**src/rtl/fwd_stall_ctrl.sv**
```systemverilog
// Forwarding-select and stall/flush control for the 5-stage RV32I pipeline.
// Turns ID-stage hazard codes into EX mux selects and PC/IF-ID/ID-EX controls.
module fwd_stall_ctrl #(
    parameter int LU_CYC = 1,
    parameter int CNT_W  = 16
) (
    input  logic             clk,
    input  logic             rst_n,
    input  logic             is_hazard1,
    input  logic [2:0]       hazard_reg1,
    input  logic             is_hazard2,
    input  logic [2:0]       hazard_reg2,
    input  logic             branch_taken,
    input  logic             ext_stall,
    output logic             pc_stall,
    output logic             if_id_stall,
    output logic             if_id_flush,
    output logic             id_ex_flush,
    output logic [1:0]       fwd_a_sel,
    output logic [1:0]       fwd_b_sel,
    output logic [CNT_W-1:0] stall_cnt
);

    typedef enum logic [1:0] {RUN, LU_STALL, HOLD} state_t;

    state_t     st_q, st_d;
    logic [1:0] cnt_q, cnt_d;
    logic [1:0] mask_q, mask_d;
    logic       pend_q;
    logic [1:0] a_d, b_d;

    // {ld_b, ld_a, alu_b, alu_a}
    function automatic logic [3:0] dec(input logic v, input logic [2:0] c);
        logic [3:0] r;
        r = 4'b0000;
        if (v) begin
            case (c)
                3'd1:    r = 4'b0001;
                3'd2:    r = 4'b0010;
                3'd3:    r = 4'b0100;
                3'd4:    r = 4'b1000;
                3'd5:    r = 4'b0011;
                3'd6:    r = 4'b1100;
                default: r = 4'b0000;
            endcase
        end
        return r;
    endfunction

    logic [3:0] near, far;
    logic       near_ld, far_a, far_b;
    logic       run_like, lu_last, br_go, lu_act;

    assign near    = dec(is_hazard1, hazard_reg1);
    assign far     = dec(is_hazard2, hazard_reg2);
    assign near_ld = near[3] | near[2];
    assign far_a   = far[0] | far[2];
    assign far_b   = far[1] | far[3];

    // HOLD releasing this cycle evaluates hazards like RUN so none are lost
    assign run_like = (st_q == RUN) || (st_q == HOLD && !ext_stall);
    assign lu_last  = (st_q == LU_STALL) && (cnt_q == 2'd0);
    assign br_go    = (branch_taken | pend_q) & ~ext_stall;
    assign lu_act   = ~ext_stall &
                      ((run_like & near_ld) ||
                       (st_q == LU_STALL && cnt_q != 2'd0));

    always_ff @(posedge clk or negedge rst_n) begin
        if (!rst_n) begin
            st_q      <= RUN;
            cnt_q     <= 2'd0;
            mask_q    <= 2'b00;
            pend_q    <= 1'b0;
            fwd_a_sel <= 2'b00;
            fwd_b_sel <= 2'b00;
            stall_cnt <= '0;
        end else begin
            st_q      <= st_d;
            cnt_q     <= cnt_d;
            mask_q    <= mask_d;
            pend_q    <= ext_stall & (branch_taken | pend_q);
            fwd_a_sel <= a_d;
            fwd_b_sel <= b_d;
            if (pc_stall && stall_cnt != {CNT_W{1'b1}})
                stall_cnt <= stall_cnt + 1'b1;
        end
    end

    always_comb begin
        st_d   = st_q;
        cnt_d  = cnt_q;
        mask_d = mask_q;
        if (br_go) begin
            st_d   = RUN;
            cnt_d  = 2'd0;
            mask_d = 2'b00;
        end else if (ext_stall) begin
            if (st_q == RUN)
                st_d = HOLD;
        end else begin
            unique case (st_q)
                LU_STALL: begin
                    if (cnt_q == 2'd0) begin
                        st_d   = RUN;
                        mask_d = 2'b00;
                    end else begin
                        cnt_d = cnt_q - 2'd1;
                    end
                end
                default: begin
                    if (near_ld) begin
                        st_d   = LU_STALL;
                        mask_d = {near[3], near[2]};
                        cnt_d  = 2'(LU_CYC - 1);
                    end else begin
                        st_d = RUN;
                    end
                end
            endcase
        end
    end

    always_comb begin
        a_d = fwd_a_sel;
        b_d = fwd_b_sel;
        if (ext_stall) begin
            a_d = fwd_a_sel;
            b_d = fwd_b_sel;
        end else if (br_go || lu_act) begin
            a_d = 2'b00;
            b_d = 2'b00;
        end else if (lu_last) begin
            a_d = {mask_q[0], 1'b0};
            b_d = {mask_q[1], 1'b0};
        end else begin
            a_d = near[0] ? 2'b01 : (far_a ? 2'b10 : 2'b00);
            b_d = near[1] ? 2'b01 : (far_b ? 2'b10 : 2'b00);
        end
    end

    // Reset forces the combinational controls low even with ext_stall high
    always_comb begin
        pc_stall    = rst_n & ~br_go & (lu_act | ext_stall);
        if_id_stall = pc_stall;
        if_id_flush = rst_n & br_go;
        id_ex_flush = rst_n & (br_go | lu_act);
    end

endmodule

```
**config.mk**
```make
export PLATFORM = sky130hd
export DESIGN_NAME = fwd_stall_ctrl
export DESIGN_NICKNAME = d
export VERILOG_FILES = /design/src/rtl/fwd_stall_ctrl.sv
export SDC_FILE = /design/constraint.sdc
export NUM_CORES = 1
export LEC_CHECK = 0
export ABC_CLOCK_PERIOD_IN_PS = 2600
export CAP_MARGIN = 25
export CORE_ASPECT_RATIO = 1.75
export CORE_MARGIN = 4
export CORE_UTILIZATION = 49
export CTS_CLUSTER_DIAMETER = 120
export DETAILED_ROUTE_END_ITERATION = 8
export GPL_ROUTABILITY_DRIVEN = 0
export PLACE_DENSITY = 0.84
export SYNTH_ARGS = -nofsm -noshare
export SYNTH_HDL_FRONTEND = slang
export SYNTH_SLANG_ARGS = --single-unit
```
**constraint.sdc**
```tcl
create_clock -name clk -period 2.6 [get_ports clk]
set_clock_uncertainty 0.15 [all_clocks]
set_input_delay 0.52 -clock clk [delete_from_list [all_inputs] [get_ports clk]]
set_output_delay 0.52 -clock clk [all_outputs]
set_load 0.01 [all_outputs]
```
* Yosys cells after proc, flatten, opt, wreduce, memory -nomap -nowiden
Index checks and enable logic that the tools add are counted.
** Cells by class
- $add $sub $neg :: 2
- Multiply operators :: 0
- Divide/modulo/power cells :: 0
- Magnitude comparators :: 0
- Equal/unequal tests :: 20
- Shifts and indexed selects :: 0
- Multiplexer cells :: 27
- Bitwise operators :: 16
- Reduce and logical (&&, ||, !) cells :: 15
** Operator list (number)
- $pmux 4 s6 :: 2
- $mux 2 :: 22
- $eq 3x3->1 const B :: 6
- $add 16x1->16 const B :: 1
- $ne 16x16->1 const B :: 1
- $eq 3x2->1 const B :: 4
- $and 1x1->1 :: 8
- $mux 4 :: 2
- $eq 3x1->1 const B :: 2
- $or 1x1->1 :: 6
- $reduce_and 3->1 :: 2
- $logic_and 1x1->1 :: 4
- $logic_not 2->1 :: 2
- $ne 4x3->1 const B :: 1
- $logic_or 1x1->1 :: 3
- $ne 3x1->1 const B :: 1
- $ne 3x2->1 const B :: 1
- $ne 3x3->1 const B :: 1
- $reduce_bool 3->1 :: 1
- $eq 2x1->1 const B :: 1
- $eq 2x2->1 const B :: 1
- $ne 2x1->1 const B :: 1
- $not 1->1 :: 2
- $reduce_and 2->1 :: 1
- other kinds (4) :: 4
** Word-level totals
- Flip-flop bits (word level) :: 27
- Latch bits :: 0
- Memory bits (writable) :: 0
- ROM bits :: 0
- Input port bits :: 12
- Output and inout bits :: 24
- Logic and storage cells :: 87
- Memories :: 0

* Depth between registers and ports, before layout
- Depth after elaboration :: 10
- Depth in mapped cells :: 8
- Gate-level depth less buffers :: 7

* Worst setup path before layout
Ideal clock, no wire load.
- Path type :: register -> output
- Start :: register cnt_q[0]
- End :: output port pc_stall
- Data arrival time :: 1.476 ns
- Data required time :: 1.930 ns
- Setup slack :: 0.454 ns
- Stages on the path, launching flop included :: 8
- Cell sequence :: dfrtp_1 inv_1 ha_1 nor3b_1 nor2_1 a21oi_2 clkbuf_8 buf_4
** On the way
- Word-level cells in the longest chain between the ends :: 6
** Ends and longest elaborated chain
- from (decl) :: line 27 : logic [1:0] cnt_q, cnt_d;
- from (signal assigned) :: line 79 : cnt_q <= cnt_d;
- $reduce_bool 2->1 :: line 66 : (st_q == LU_STALL && cnt_q != 2'd0));
- $logic_and 1x1->1 :: line 66
- $logic_or 1x1->1 :: line 65 : ((run_like & near_ld) ||
- $and 1x1->1 :: line 64 : assign lu_act = ~ext_stall &
- $or 1x1->1 :: line 143 : pc_stall = rst_n & ~br_go & (lu_act | ext_stall);
- $and 1x1->1 :: line 143
- to (decl) :: line 15 : output logic pc_stall,
Every way passes these cells.

* Worst setup path after layout
- Start :: input port hazard_reg1[1]
- End :: output port id_ex_flush
** On the way
- Word-level cells in the longest chain between the ends :: 9
- Elaborated cells between the ends (all ways) :: 14
** Ends and longest elaborated chain
- from (decl) :: line 10 : input logic [2:0] hazard_reg1,
- $eq 3x3->1, or another cell as far along :: line 37 : case (c)
- $pmux 4 s6 * :: line 37
- $mux 4 * :: line 36 : if (v) begin
- $or 1x1->1 * :: line 56 : assign near_ld = near[3] | near[2];
- $and 1x1->1 * :: line 65
- $logic_or 1x1->1 * :: line 65
- $and 1x1->1 * :: line 64
- $or 1x1->1 * :: line 146 : id_ex_flush = rst_n & (br_go | lu_act);
- $and 1x1->1 * :: line 146
- to (decl) :: line 18 : output logic id_ex_flush,
Every way passes the cells marked *; elsewhere a longest branch is shown, timed or not.

==> impl_metrics.env <==
export IMPL_outcome="finished, final reports clean"
export IMPL_clock_fmax_mhz=392.8
export IMPL_final_layout_size_suffix_gt1_share_pct=21.65
export IMPL_nets=209
export IMPL_root_buffer="clkbuf_8"
export IMPL_insertion_delay_ps=270
export IMPL_area_growth_pct=34.92
export IMPL_finalPower_uw=1062
export IMPL_synth_edf_count=0
export IMPL_p_clk_share_pct=22.6
export IMPL_synth_top_area_share_pct=45.11
export IMPL_dieArea_mm2=0.004040
export IMPL_p_switching_uw=315.5
export IMPL_pre_cts_ws_ps=-319.2
export IMPL_grt_first_pass_wirelength_mm=5.954
export IMPL_syn_cell_area_mm2=0.001498
export IMPL_yosys_area_top_type="dfrtp_1"
export IMPL_grt_max_degree=28
export IMPL_timing_final_ws_setup_ps=54.00
export IMPL_stdcell_area_mm2=0.002021
export IMPL_place_hpwl_mm=2.792
export IMPL_p_leak_uw=0.0008884
export IMPL_cap_violations=0
export IMPL_synth_net_count=157
export IMPL_async_reset_ff_share_pct=100.0
export IMPL_tritoncts="yes"
export IMPL_period_needed_ps=2546
export IMPL_synth_area_top_cells="dfrtp_1, xnor2_1, nand4_1, and3_2, nand3_2"
export IMPL_start_util_pct=51.15
export IMPL_antenna_left=0
export IMPL_crit_type="input pin to output port"
export IMPL_detail_route_vias_per_cell=5.959
export IMPL_diodes=0
export IMPL_coreArea_mm2=0.002928
export IMPL_p_int_uw=746.2
export IMPL_holdCritPathClass="flop to flop"
export IMPL_place_port_buffers=35
export IMPL_grt_overflow_total=0
export IMPL_numCtsBuffers=3
export IMPL_grt_use_total_pct=18.77
export IMPL_synth_common_cells="dfrtp_1, xnor2_1, nand4_1, nand2_1, and3_2"
export IMPL_ir_worst_vdd_v=0.0003294
export IMPL_swShare_pct=29.72
export IMPL_max_slew_margin_pct=74.20
export IMPL_antenna_found_initial=0
export IMPL_row_count=26
export IMPL_drcViolationCount=0
export IMPL_die_y_um=81.14
export IMPL_yosysSeqAreaShare_pct=45.11
export IMPL_postCtsHoldBufs=0
export IMPL_drv_slew=0
export IMPL_path_clk_slew_ps=100
export IMPL_place_area_mm2=0.001952
export IMPL_synth_flop_cell="dfrtp_1"
export IMPL_grt_pass1_vias=1404
export IMPL_p_comb_share_pct=27.3
export IMPL_setup_violations=0
export IMPL_end_kind="output port"
export IMPL_htree_levels=1
export IMPL_cp_required_ps=1930
export IMPL_dr_pass1_iters=4
export IMPL_max_clock_path_buffers=2
export IMPL_drt_wl_total_mm=3.552
export IMPL_yosysUniqueCellTypes=39
export IMPL_first_iter_violations=32
export IMPL_seqPwrFrac_pct=50.1
export IMPL_yosysMostFrequentCell="dfrtp_1"
export IMPL_synth_seq_cells=27
export IMPL_hold_viol=0
export IMPL_synth_cells=143
export IMPL_crit_fanout=2
export IMPL_io_pins=36
export IMPL_tightest_slew_ps=384.1
export IMPL_die_x_um=49.79
export IMPL_p_per_area_mw_per_mm2=525.4
export IMPL_crit_arrival_ps=1880
export IMPL_synth_warnings=0
export IMPL_syn_avg_cell_area_um2=10.47
export IMPL_avgRoutedWirePerCell_um=16.00
export IMPL_period_share_pct=97.92
export IMPL_cp_start_kind="input pin"
export IMPL_numClockSinks=27
export IMPL_num_vias=1323
## path summary, 6_finish.rpt
path                            slack (ps)  cells after the start                        to            startpoint
worst max-delay path                    50                      6               id_ex_flush        hazard_reg1[1]
worst min-delay path                   330                      1      cnt_q[0]$_DFFE_PN0P_  cnt_q[0]$_DFFE_PN0P_
worst max register to register         470                      8  stall_cnt[1]$_DFFE_PN0P_  cnt_q[0]$_DFFE_PN0P_
worst min register to register         330                      1      cnt_q[0]$_DFFE_PN0P_  cnt_q[0]$_DFFE_PN0P_
max in group asynchronous             1500                      2  stall_cnt[7]$_DFFE_PN0P_                 rst_n
min in group asynchronous              540                      2  stall_cnt[9]$_DFFE_PN0P_                 rst_n
## logic make-up after synthesis
| kind of cell | Yosys count | share of synthesized area [%] |
|---|---|---|
| fa+ha+maj | 2 | 1.671 |
| flops | 27 | 45.11 |
| simple gates | 63 | 28.07 |
| buf+inv | 12 | 4.929 |
| xor+xnor | 15 | 8.772 |
| compound gates | 20 | 8.605 |
| mux | 4 | 2.840 |
## layout make-up
class | count | area (um^2)
Tap cell | 28 | 35.03
Clock inverter | 1 | 7.507
Multi-Input combinational cell | 104 | 753.2
Fill cell | 231 | 907.1
Sequential cell | 27 | 675.6
Clock buffer | 3 | 41.29
Timing Repair Buffer | 53 | 485.5
Inverter | 6 | 22.52
## state kept, by name (all words and copies together), names as in the netlist
| register | cells |
|---|---|
| fwd_b_sel | 2 |
| cnt_q | 2 |
| fwd_a_sel | 2 |
| pend_q | 1 |
| stall_cnt | 16 |
| st_q | 2 |
| mask_q | 2 |
## worst max-delay path, cell delays in order
cell and delay (ps):
clkdlybuf4s50_1 420, and3b_2 230, o21ai_2 150, nand3_1 120, and3b_1 210, clkdlybuf4s15_1 230
## layout by cell type, fill, tap and decap left out, types with 2 or more instances in the layout
master,instances
and2_1,2
nand3_1,5
mux2i_1,2
and2b_1,2
nand3_2,4
xnor2_1,15
nor3b_1,3
nor2_1,3
and3b_1,2
nand2b_1,3
buf_4,18
clkdlybuf4s50_1,29
ha_1,2
o31ai_1,3
nand4_1,10
inv_1,6
nor2b_1,2
clkdlybuf4s15_1,3
a21oi_1,2
dlygate4sd2_1,2
o21ai_0,6
and3_1,3
clkbuf_8,3
and3_2,8
dfrtp_1,27
nand2_1,9
o21a_1,2
o22ai_1,2
## power by group through the flow
| stage | clock network, uW | logic [uW] | registers (uW) |
|---|---|---|---|
| 2_1_floorplan | 0 | 109 | 546 |
| 3_3_place_gp | 0 | 278 | 535 |
| 3_5_place_dp | 0 | 292 | 540 |
| 4_1_cts | 249 | 291 | 532 |
| 5_1_grt | 263 | 316 | 542 |
| 6_report | 240 | 290 | 532 |
## timing repair
| item | in CTS | in global routing |
|---|---|---|
| resized for setup | 9 | 3 |
| setup buffers | 0 | 2 |
| pin swaps | 1 | 3 |
| cloned | 0 | 0 |
| setup endpoints to repair | 4 | 3 |
## per-stage QoR
stage | utilization [%] | hold slack (ps) | std cells | TNS (ps)
2_1_floorplan | - | 74.41 | 143 | 0
3_3_place_gp | 66.67 | 311.1 | 216 | -878.5
3_5_place_dp | 66.67 | 319.9 | 216 | -1031
4_1_cts | 68.33 | 333.5 | 220 | 0
5_1_grt | 69.02 | 349.2 | 222 | -34.42
6_report | 69.02 | 326.4 | 222 | 0
## routing by layer
metal / part of all wire [%] / vias to the layer above / global-route usage, %
met1: 36 / 643 / 18.43
met5: 0 / - / 0
li1: - / 609 / -
met3: 4.4 / 12 / 2.018
met4: 3.2 / 0 / 12.19
met2: 56 / 59 / 36.21
Power figures use the tool's default switching activity.
